**src/rtl/chunked_add_pkg.sv**
```systemverilog
// Shared types and defaults for the chunked wide adder.
// Latency: n/a (types only). Backpressure: n/a.
// Holds the sequencer state encoding and the default chunk width.
package chunked_add_pkg;

    localparam int DEFAULT_CHUNK_W = 4;

    typedef enum logic [1:0] {
        IDLE = 2'd0,
        RUN  = 2'd1,
        DONE = 2'd2
    } state_t;

endpackage

```
**src/rtl/chunk_ripple_add.sv**
```systemverilog
// CHUNK_W-bit combinational ripple-carry adder, time-shared by the sequencer.
// Latency: 0 cycles (purely combinational). Backpressure: none.
// Carry ripples LSB to MSB; cout is the carry out of the top bit.
module chunk_ripple_add #(
    parameter int W = 4
) (
    input  logic [W-1:0] a,
    input  logic [W-1:0] b,
    input  logic         cin,
    output logic [W-1:0] sum,
    output logic         cout
);

    logic [W:0] carry;

    always_comb begin
        sum      = '0;
        carry    = '0;
        carry[0] = cin;
        for (int i = 0; i < W; i++) begin
            sum[i]       = a[i] ^ b[i] ^ carry[i];
            carry[i+1]   = (a[i] & b[i]) | (carry[i] & (a[i] ^ b[i]));
        end
    end

    assign cout = carry[W];

endmodule

```
**src/rtl/chunked_add_sequencer.sv**
```systemverilog
// Multi-cycle TOTAL_W adder: one CHUNK_W ripple adder reused over NCHUNK cycles.
// Latency: out_valid rises NCHUNK cycles after the accepting edge; issue interval NCHUNK+2.
// Backpressure: out_ready=0 holds DONE with the result frozen; in_ready=0 outside IDLE.
// Optional subtract mode (in_sub port) when CHUNKED_ADD_SUB_EN is defined.
module chunked_add_sequencer
    import chunked_add_pkg::*;
#(
    parameter int TOTAL_W = 16,
    parameter int CHUNK_W = DEFAULT_CHUNK_W
) (
    input  logic               clk,
    input  logic               rst,
    input  logic               in_valid,
    output logic               in_ready,
    input  logic [TOTAL_W-1:0] in_a,
    input  logic [TOTAL_W-1:0] in_b,
    input  logic               in_cin,
`ifdef CHUNKED_ADD_SUB_EN
    input  logic               in_sub,
`endif
    output logic               out_valid,
    input  logic               out_ready,
    output logic [TOTAL_W-1:0] out_sum,
    output logic               out_cout,
    output logic               busy
);

    localparam int NCHUNK = TOTAL_W / CHUNK_W;
    localparam int IDX_W  = (NCHUNK > 1) ? $clog2(NCHUNK) : 1;
    localparam logic [IDX_W-1:0] LAST_IDX = IDX_W'(NCHUNK - 1);

    generate
        if ((CHUNK_W < 1) || (TOTAL_W % CHUNK_W != 0)) begin : g_bad_width
            $error("chunked_add_sequencer: TOTAL_W must be a non-zero multiple of CHUNK_W");
        end
    endgenerate

    state_t             state_q, state_d;
    logic [TOTAL_W-1:0] a_q, a_d;
    logic [TOTAL_W-1:0] b_q, b_d;
    logic [TOTAL_W-1:0] sum_q, sum_d;
    logic               cout_q, cout_d;
    logic               carry_q, carry_d;
    logic [IDX_W-1:0]   idx_q, idx_d;

    logic [TOTAL_W-1:0] b_load;
    logic               cin_load;
    logic [CHUNK_W-1:0] chunk_a;
    logic [CHUNK_W-1:0] chunk_b;
    logic [CHUNK_W-1:0] chunk_sum;
    logic               chunk_cout;

    // Subtraction is A + ~B + 1: invert B once at capture so RUN is identical for both modes.
`ifdef CHUNKED_ADD_SUB_EN
    assign b_load   = in_sub ? ~in_b : in_b;
    assign cin_load = in_sub ? 1'b1  : in_cin;
`else
    assign b_load   = in_b;
    assign cin_load = in_cin;
`endif

    assign chunk_a = a_q[idx_q*CHUNK_W +: CHUNK_W];
    assign chunk_b = b_q[idx_q*CHUNK_W +: CHUNK_W];

    chunk_ripple_add #(
        .W(CHUNK_W)
    ) u_chunk_add (
        .a    (chunk_a),
        .b    (chunk_b),
        .cin  (carry_q),
        .sum  (chunk_sum),
        .cout (chunk_cout)
    );

    always_comb begin
        state_d = state_q;
        a_d     = a_q;
        b_d     = b_q;
        sum_d   = sum_q;
        cout_d  = cout_q;
        carry_d = carry_q;
        idx_d   = idx_q;

        case (state_q)
            IDLE: begin
                if (in_valid) begin
                    a_d     = in_a;
                    b_d     = b_load;
                    carry_d = cin_load;
                    idx_d   = '0;
                    state_d = RUN;
                end
            end
            RUN: begin
                sum_d[idx_q*CHUNK_W +: CHUNK_W] = chunk_sum;
                carry_d = chunk_cout;
                if (idx_q == LAST_IDX) begin
                    cout_d  = chunk_cout;
                    idx_d   = '0;
                    state_d = DONE;
                end else begin
                    idx_d = idx_q + 1'b1;
                end
            end
            DONE: begin
                if (out_ready) begin
                    state_d = IDLE;
                end
            end
            default: begin
                state_d = IDLE;
            end
        endcase
    end

    always_ff @(posedge clk) begin
        if (rst) begin
            state_q <= IDLE;
            a_q     <= '0;
            b_q     <= '0;
            sum_q   <= '0;
            cout_q  <= 1'b0;
            carry_q <= 1'b0;
            idx_q   <= '0;
        end else begin
            state_q <= state_d;
            a_q     <= a_d;
            b_q     <= b_d;
            sum_q   <= sum_d;
            cout_q  <= cout_d;
            carry_q <= carry_d;
            idx_q   <= idx_d;
        end
    end

    assign in_ready  = (state_q == IDLE);
    assign out_valid = (state_q == DONE);
    assign busy      = (state_q != IDLE);
    assign out_sum   = sum_q;
    assign out_cout  = cout_q;

endmodule

```
**config.mk**
```make
export PLATFORM = sky130hd
export DESIGN_NAME = chunked_add_sequencer
export DESIGN_NICKNAME = d
export VERILOG_FILES = /design/src/rtl/chunked_add_pkg.sv /design/src/rtl/chunk_ripple_add.sv /design/src/rtl/chunked_add_sequencer.sv
export SDC_FILE = /design/constraint.sdc
export NUM_CORES = 1
export LEC_CHECK = 0
export BUFFER_PORTS_ARGS = -buffer_cell sky130_fd_sc_hd__buf_4
export CORE_ASPECT_RATIO = 0.5
export CORE_MARGIN = 2
export CORE_UTILIZATION = 50
export CTS_CLUSTER_DIAMETER = 50
export DETAILED_ROUTE_END_ITERATION = 7
export GPL_ROUTABILITY_DRIVEN = 0
export PLACE_DENSITY = 0.75
export SETUP_SLACK_MARGIN = 0.02
export SKIP_LAST_GASP = 1
export SLEW_MARGIN = 20
export SYNTH_ARGS = -nofsm -noshare
export SYNTH_HDL_FRONTEND = slang
export SYNTH_SLANG_ARGS = --single-unit
```
**constraint.sdc**
```tcl
create_clock -name clk -period 4.5 [get_ports clk]
set_clock_uncertainty 0.15 [all_clocks]
set_input_delay 0.45 -clock clk [delete_from_list [all_inputs] [get_ports clk]]
set_output_delay 0.45 -clock clk [all_outputs]
set_load 0.01 [all_outputs]
```
## After elaboration in Yosys (flattened, before gate mapping)

Cells that the tools add are included.

- Register bits: 54
- Input bits: 37
- Output and inout bits: 20

- Add/sub/neg operators: 2
- Equality and inequality tests: 6
- Shift-type cells: 4
- Mux-type cells: 10
- Bitwise logic cells: 20
- Reduce and logical (&&, ||, !) cells: 7

Operators by type and width:

| cell | count |
|---|---|
| negation 4 -> 34 bit | 1 |
| variable shift 4 x 34 -> 16 bit (first input constant) | 1 |
| indexed part select 4 x 34 -> 16 bit | 1 |
| indexed part select 16 x 5 -> 4 bit | 2 |
| bitwise mux 16 bit | 1 |
| two-way mux 2 bit | 5 |
| bitwise AND 1 bit | 8 |
| bitwise XOR 1 bit | 8 |
| case mux 2 bit (3 select lines) | 1 |
| AND reduction 2 bit | 3 |
| equality test 2 bit (second input constant) | 2 |
| inequality test 2 bit (second input constant) | 2 |
| bitwise OR 1 bit | 4 |
| case mux 2 bit (2 select lines) | 1 |
| nonzero test 2 bit | 2 |
| AND reduction 3 bit | 1 |
| adder 2 x 1 -> 2 bit (second input constant) | 1 |
| equality test 2 x 1 -> 1 bit (second input constant) | 1 |
| zero test 2 bit | 1 |
| inequality test 2 x 1 -> 1 bit (second input constant) | 1 |
| case mux 1 bit (2 select lines) | 1 |
| two-way mux 1 bit | 1 |

## Longest topological paths before layout

- Word-level depth: 11
- Depth in mapped cells: 11

## By module

A second synthesis with hierarchy kept.

- Cells, all modules: 273
- Area, all modules: 2422.3 µm²

By module, submodules not included:

| module | instances | cells each | area an instance (µm²) | sequential area each (µm²) |
|---|---|---|---|---|
| chunked_add_sequencer | 1 | 259 | 2304.7 | 1081.0 |
| chunk_ripple_add | 1 | 14 | 117.6 | 0.0 |

## Least setup slack after synthesis

No wires, ideal clock.

- Kind: register -> register
- From: register idx_q[0]
- To: register sum_q[15] (netlist: out_sum[15])
- Library setup time: 128 ps
- Arrival: 2657 ps
- Data required time: 4222 ps
- Slack: 1565 ps
- Cell stages (with the launch flop): 11
- Buffers on the path: 0
- Period minus slack after synthesis: 2935 ps
- Cell sequence: dfxtp_1 mux4_2 inv_1 fa_1 fa_1 inv_1 fa_1 fa_1 nor2b_1 a32oi_1 nor2_1

- Cells in the longest elaborated chain, start to end: 11
- Elaborated cells between the ends (all ways): 23
- Classes of those cells: 1 x add/sub; 4 x shift; 1 x mux; 17 x bitwise

Ends and longest elaborated chain:

| item | line | RTL |
|---|---|---|
| from (decl) | chunked_add_sequencer.sv:44 | `logic [IDX_W-1:0] idx_q, idx_d;` |
| from (signal assigned) | chunked_add_sequencer.sv:132 | `idx_q <= idx_d;` |
| indexed part select 16 x 5 -> 4 bit, on equally long branches | chunked_add_sequencer.sv:62, chunked_add_sequencer.sv:63 |  |
| bitwise XOR 1 bit | chunk_ripple_add.sv:21, chunk_ripple_add.sv:22 |  |
| bitwise AND 1 bit | chunk_ripple_add.sv:22 | `carry[i+1] = (a[i] & b[i]) \| (carry[i] & (a[i] ^ b[i]));` |
| bitwise OR 1 bit | chunk_ripple_add.sv:22 |  |
| bitwise AND 1 bit | chunk_ripple_add.sv:22 |  |
| bitwise OR 1 bit | chunk_ripple_add.sv:22 |  |
| bitwise AND 1 bit | chunk_ripple_add.sv:22 |  |
| bitwise OR 1 bit | chunk_ripple_add.sv:22 |  |
| bitwise XOR 1 bit | chunk_ripple_add.sv:21 | `sum[i] = a[i] ^ b[i] ^ carry[i];` |
| indexed part select 4 x 34 -> 16 bit | chunked_add_sequencer.sv:95 | `sum_d[idx_q*CHUNK_W +: CHUNK_W] = chunk_sum;` |
| bitwise mux 16 bit * | chunked_add_sequencer.sv:95 |  |
| to (signal assigned) | chunked_add_sequencer.sv:129 | `sum_q <= sum_d;` |
| to (decl) | chunked_add_sequencer.sv:41 | `logic [TOTAL_W-1:0] sum_q, sum_d;` |

Every way passes the cells marked *; elsewhere a longest branch is shown, timed or not.
A chain may end at the register's enable or synchronous reset.

## Worst setup path after layout

- From: register idx_q[0]
- To: register sum_q[3] (netlist: out_sum[3])

The elaborated chain is that of the path after synthesis.

==> summary.txt <==
Timing
  – Final Max Slew Viols: 0
  – Finish-stage setup viols: 0
  – Tmin final: 3506 ps
  – Least-Margin Pin Slew: 1056 ps
  – RSZ-0062 raised after global routing: no
  – Max_slew headroom: 0.2962
  – Final period utilization: 0.7792
  – Hold WS: 220.4 ps
  – TNS Setup: 0 ps
  – Slack of the critical path: 993.5 ps
  – Max Freq: 285.2 MHz
  – Final Hold Viols: 0

Setup path
  – CP max stage delay: 840 ps
  – Worst-path maximum fanout: 17
  – Slowest-stage cell, CP: dfxtp_1
  – Setup CP Type: register to register
  – Top cell by count, worst path: fa_1
  – Req. time, crit path: 4590 ps
  – Worst setup SP type: register
  – Crit path cell chain: mux4_2 > inv_1 > fa_1 > fa_1 > inv_1 > fa_1 > fa_1 > nor2b_1 > nand4_1 > a21oi_1
  – Crit. End Element: register
  – Critical Path AT: 3600 ps

Floorplanning
  – Core Rows: 17
  – Initial Util: 0.5368
  – Chip Width: 102.9 um
  – I/O pin total: 57
  – Die Height: 53.44 um
  – Core Region: 4552 um2
  – Area of the die: 5497 um2

Layout
  – Non-Filler Instances: 386
  – # diodes: 0
  – Area of the multi-input gates: 1224 um2
  – Post-Layout Inst Area: 2974 um2
  – Ratio of cells with drive above 1 in the final layout: 0.2406
  – Area Growth Syn to Fin: 21.71%
  – Final #Nets: 366
  – Fillers: 398
  – FF+latch area: 1081 um2

Yosys
  – Yosys cell types: 31
  – Post-Syn Instances: 274
  – Async set or reset register ratio after synthesis: 0
  – Post-Syn Area: 2444 um2
  – Ys flop type: dfxtp_1
  – Synth top cells by count: nand2_1, dfxtp_1, a21oi_1
  – Synth area leader: dfxtp_1
  – Register bit total from synthesis: 54
  – Most common cell in the synthesized netlist: nand2_1
  – Synthesized area per cell: 8.918 um2
  – Syn_nets: 321
  – Yosys top cell area share: 0.4424
  – Post-synthesis sequential area ratio: 0.4424
  – Ranking of synthesized cells by area: dfxtp_1, nand2_1, a21oi_1
  – Synthesis Warnings: 0
  – Post-synth EDFFs: 0

Clock network
  – Num CTS Buffers: 5
  – Resized cells post-CTS: 0
  – Clock transition at path regs: 100 ps
  – Setup bufs post-CTS: 0
  – Worst-Skew Late Latency: 320 ps
  – Root buf cell: clkbuf_8
  – H-tree Lvls: 2
  – # clock sinks: 54
  – Hold-fix buffer count after cts: 0
  – CTS tree: built
  – CTS Buffer Depth: 2

Drt
  – ANT nets after route: 0
  – DR vias/cell: 5.199
  – TritonRoute pass-1 iters: 4
  – Drt total wl: 5124 um
  – DR iter-0 viols: 133
  – DR WL/cell: 13.27 um
  – Vias: 2007
  – Drc violations: 0

Worst hold path
  – Worst hold path class: input pin to register

Job
  – Max-cap violation count: 0

Global route
  – First-pass GRT wire length: 8190 um
  – Initial antenna violation count: 0
  – Remaining global-route overflow: 0
  – GRT Util Overall: 0.1998
  – Vias in the first global route: 1785
  – Largest net degree at the start of global routing: 58

Placement
  – Setup WS pre-CTS: 1006 ps
  – Placed Instances: 377
  – Placed inst area: 2860 um2
  – Detailed Place HPWL: 3584 um
  – PortBufs: 56

Power
  – PwrDens: 317.3 nW/um2
  – P_leak: 0.001205 uW
  – Worst vdd ir: 0.1799 mV

Run status
  – Status: complete, no violations
[sequential cells by signal, indices dropped and copies added (netlist names)]
name and flops:
idx_q 2, out_sum 16, a_q 16, b_q 16, carry_q 1, out_cout 1, state_q 2
[layer usage]
layer,track usage,vias to the layer above,wire (um)
met5,0,-,0
met4,0.08553,0,97
li1,-,1025,-
met2,0.3235,44,2375
met3,0.05548,9,209
met1,0.2539,929,2441
[cell type report]
cell class,instances,area share
multi-input cells,187,0.4114
flip-flops and latches,54,0.3635
repair buffers,57,0.1464
clock buffers,6,0.02777
well taps,66,0.02777
inverters,14,0.01767
clock inverters,2,0.005469
[final timing paths]
path | startpoint | endpoint | slack, ps | cells past startpoint
setup / recovery | idx_q[0]$_SDFFE_PP0P_ | out_sum[3]$_SDFFE_PP0P_ | 990 | 10
hold reg to reg | b_q[14]$_SDFFE_PP0P_ | b_q[14]$_SDFFE_PP0P_ | 310 | 2
setup reg to reg | idx_q[0]$_SDFFE_PP0P_ | out_sum[3]$_SDFFE_PP0P_ | 990 | 10
hold / removal | in_b[7] | b_q[7]$_SDFFE_PP0P_ | 220 | 3
[cell usage in the layout, fill, tap and decap left out, drive strengths merged, types with 2 or more instances in the layout]
| cell | netlist | final |
|---|---|---|
| nand2 | 70 | 70 |
| buf | 7 | 57 |
| dfxtp | 54 | 54 |
| a21oi | 41 | 41 |
| inv | 14 | 15 |
| nor2 | 12 | 12 |
| mux4 | 8 | 8 |
| a32oi | 6 | 6 |
| ha | 6 | 6 |
| clkbuf | 12 | 6 |
| nand2b | 5 | 5 |
| nand3b | 5 | 5 |
| nand4 | 5 | 5 |
| fa | 4 | 4 |
| nor2b | 3 | 3 |
| mux2i | 3 | 3 |
| o32ai | 3 | 3 |
| nor3b | 3 | 3 |
| nand4b | 2 | 2 |
| nor4bb | 2 | 2 |
[worst max-delay path: cells and delay by family (launching register included)]
family / cells / cell delay [ps]
simple gates: 2 / 310
flops: 1 / 840
fa+ha+maj: 4 / 1280
mux: 1 / 580
compound gates: 1 / 140
buf+inv: 2 / 140
[logic make-up after synthesis]
group / synth area share
buf+inv: 0.05939
fa+ha+maj: 0.06349
compound gates: 0.1285
simple gates: 0.2202
flops: 0.4424
mux: 0.08602
[where the power goes]
group / internal [uW] / switching (uW) / leakage, uW
Combinational: 66.7 / 69.3 / 0.000716
Clock: 127 / 165 / 0.0000478
Sequential: 498 / 17.4 / 0.000441
[per-stage QoR]
stage | utilization | power (uW)
after CTS | 0.6501 | 950.5
after global placement | 0.6284 | 657.6
after detailed placement | 0.6284 | 660.8
after floorplan | - | 611.2
final | 0.6534 | 943.8
after global routing | 0.6534 | 982.8
(Power assumes the default switching activity.)
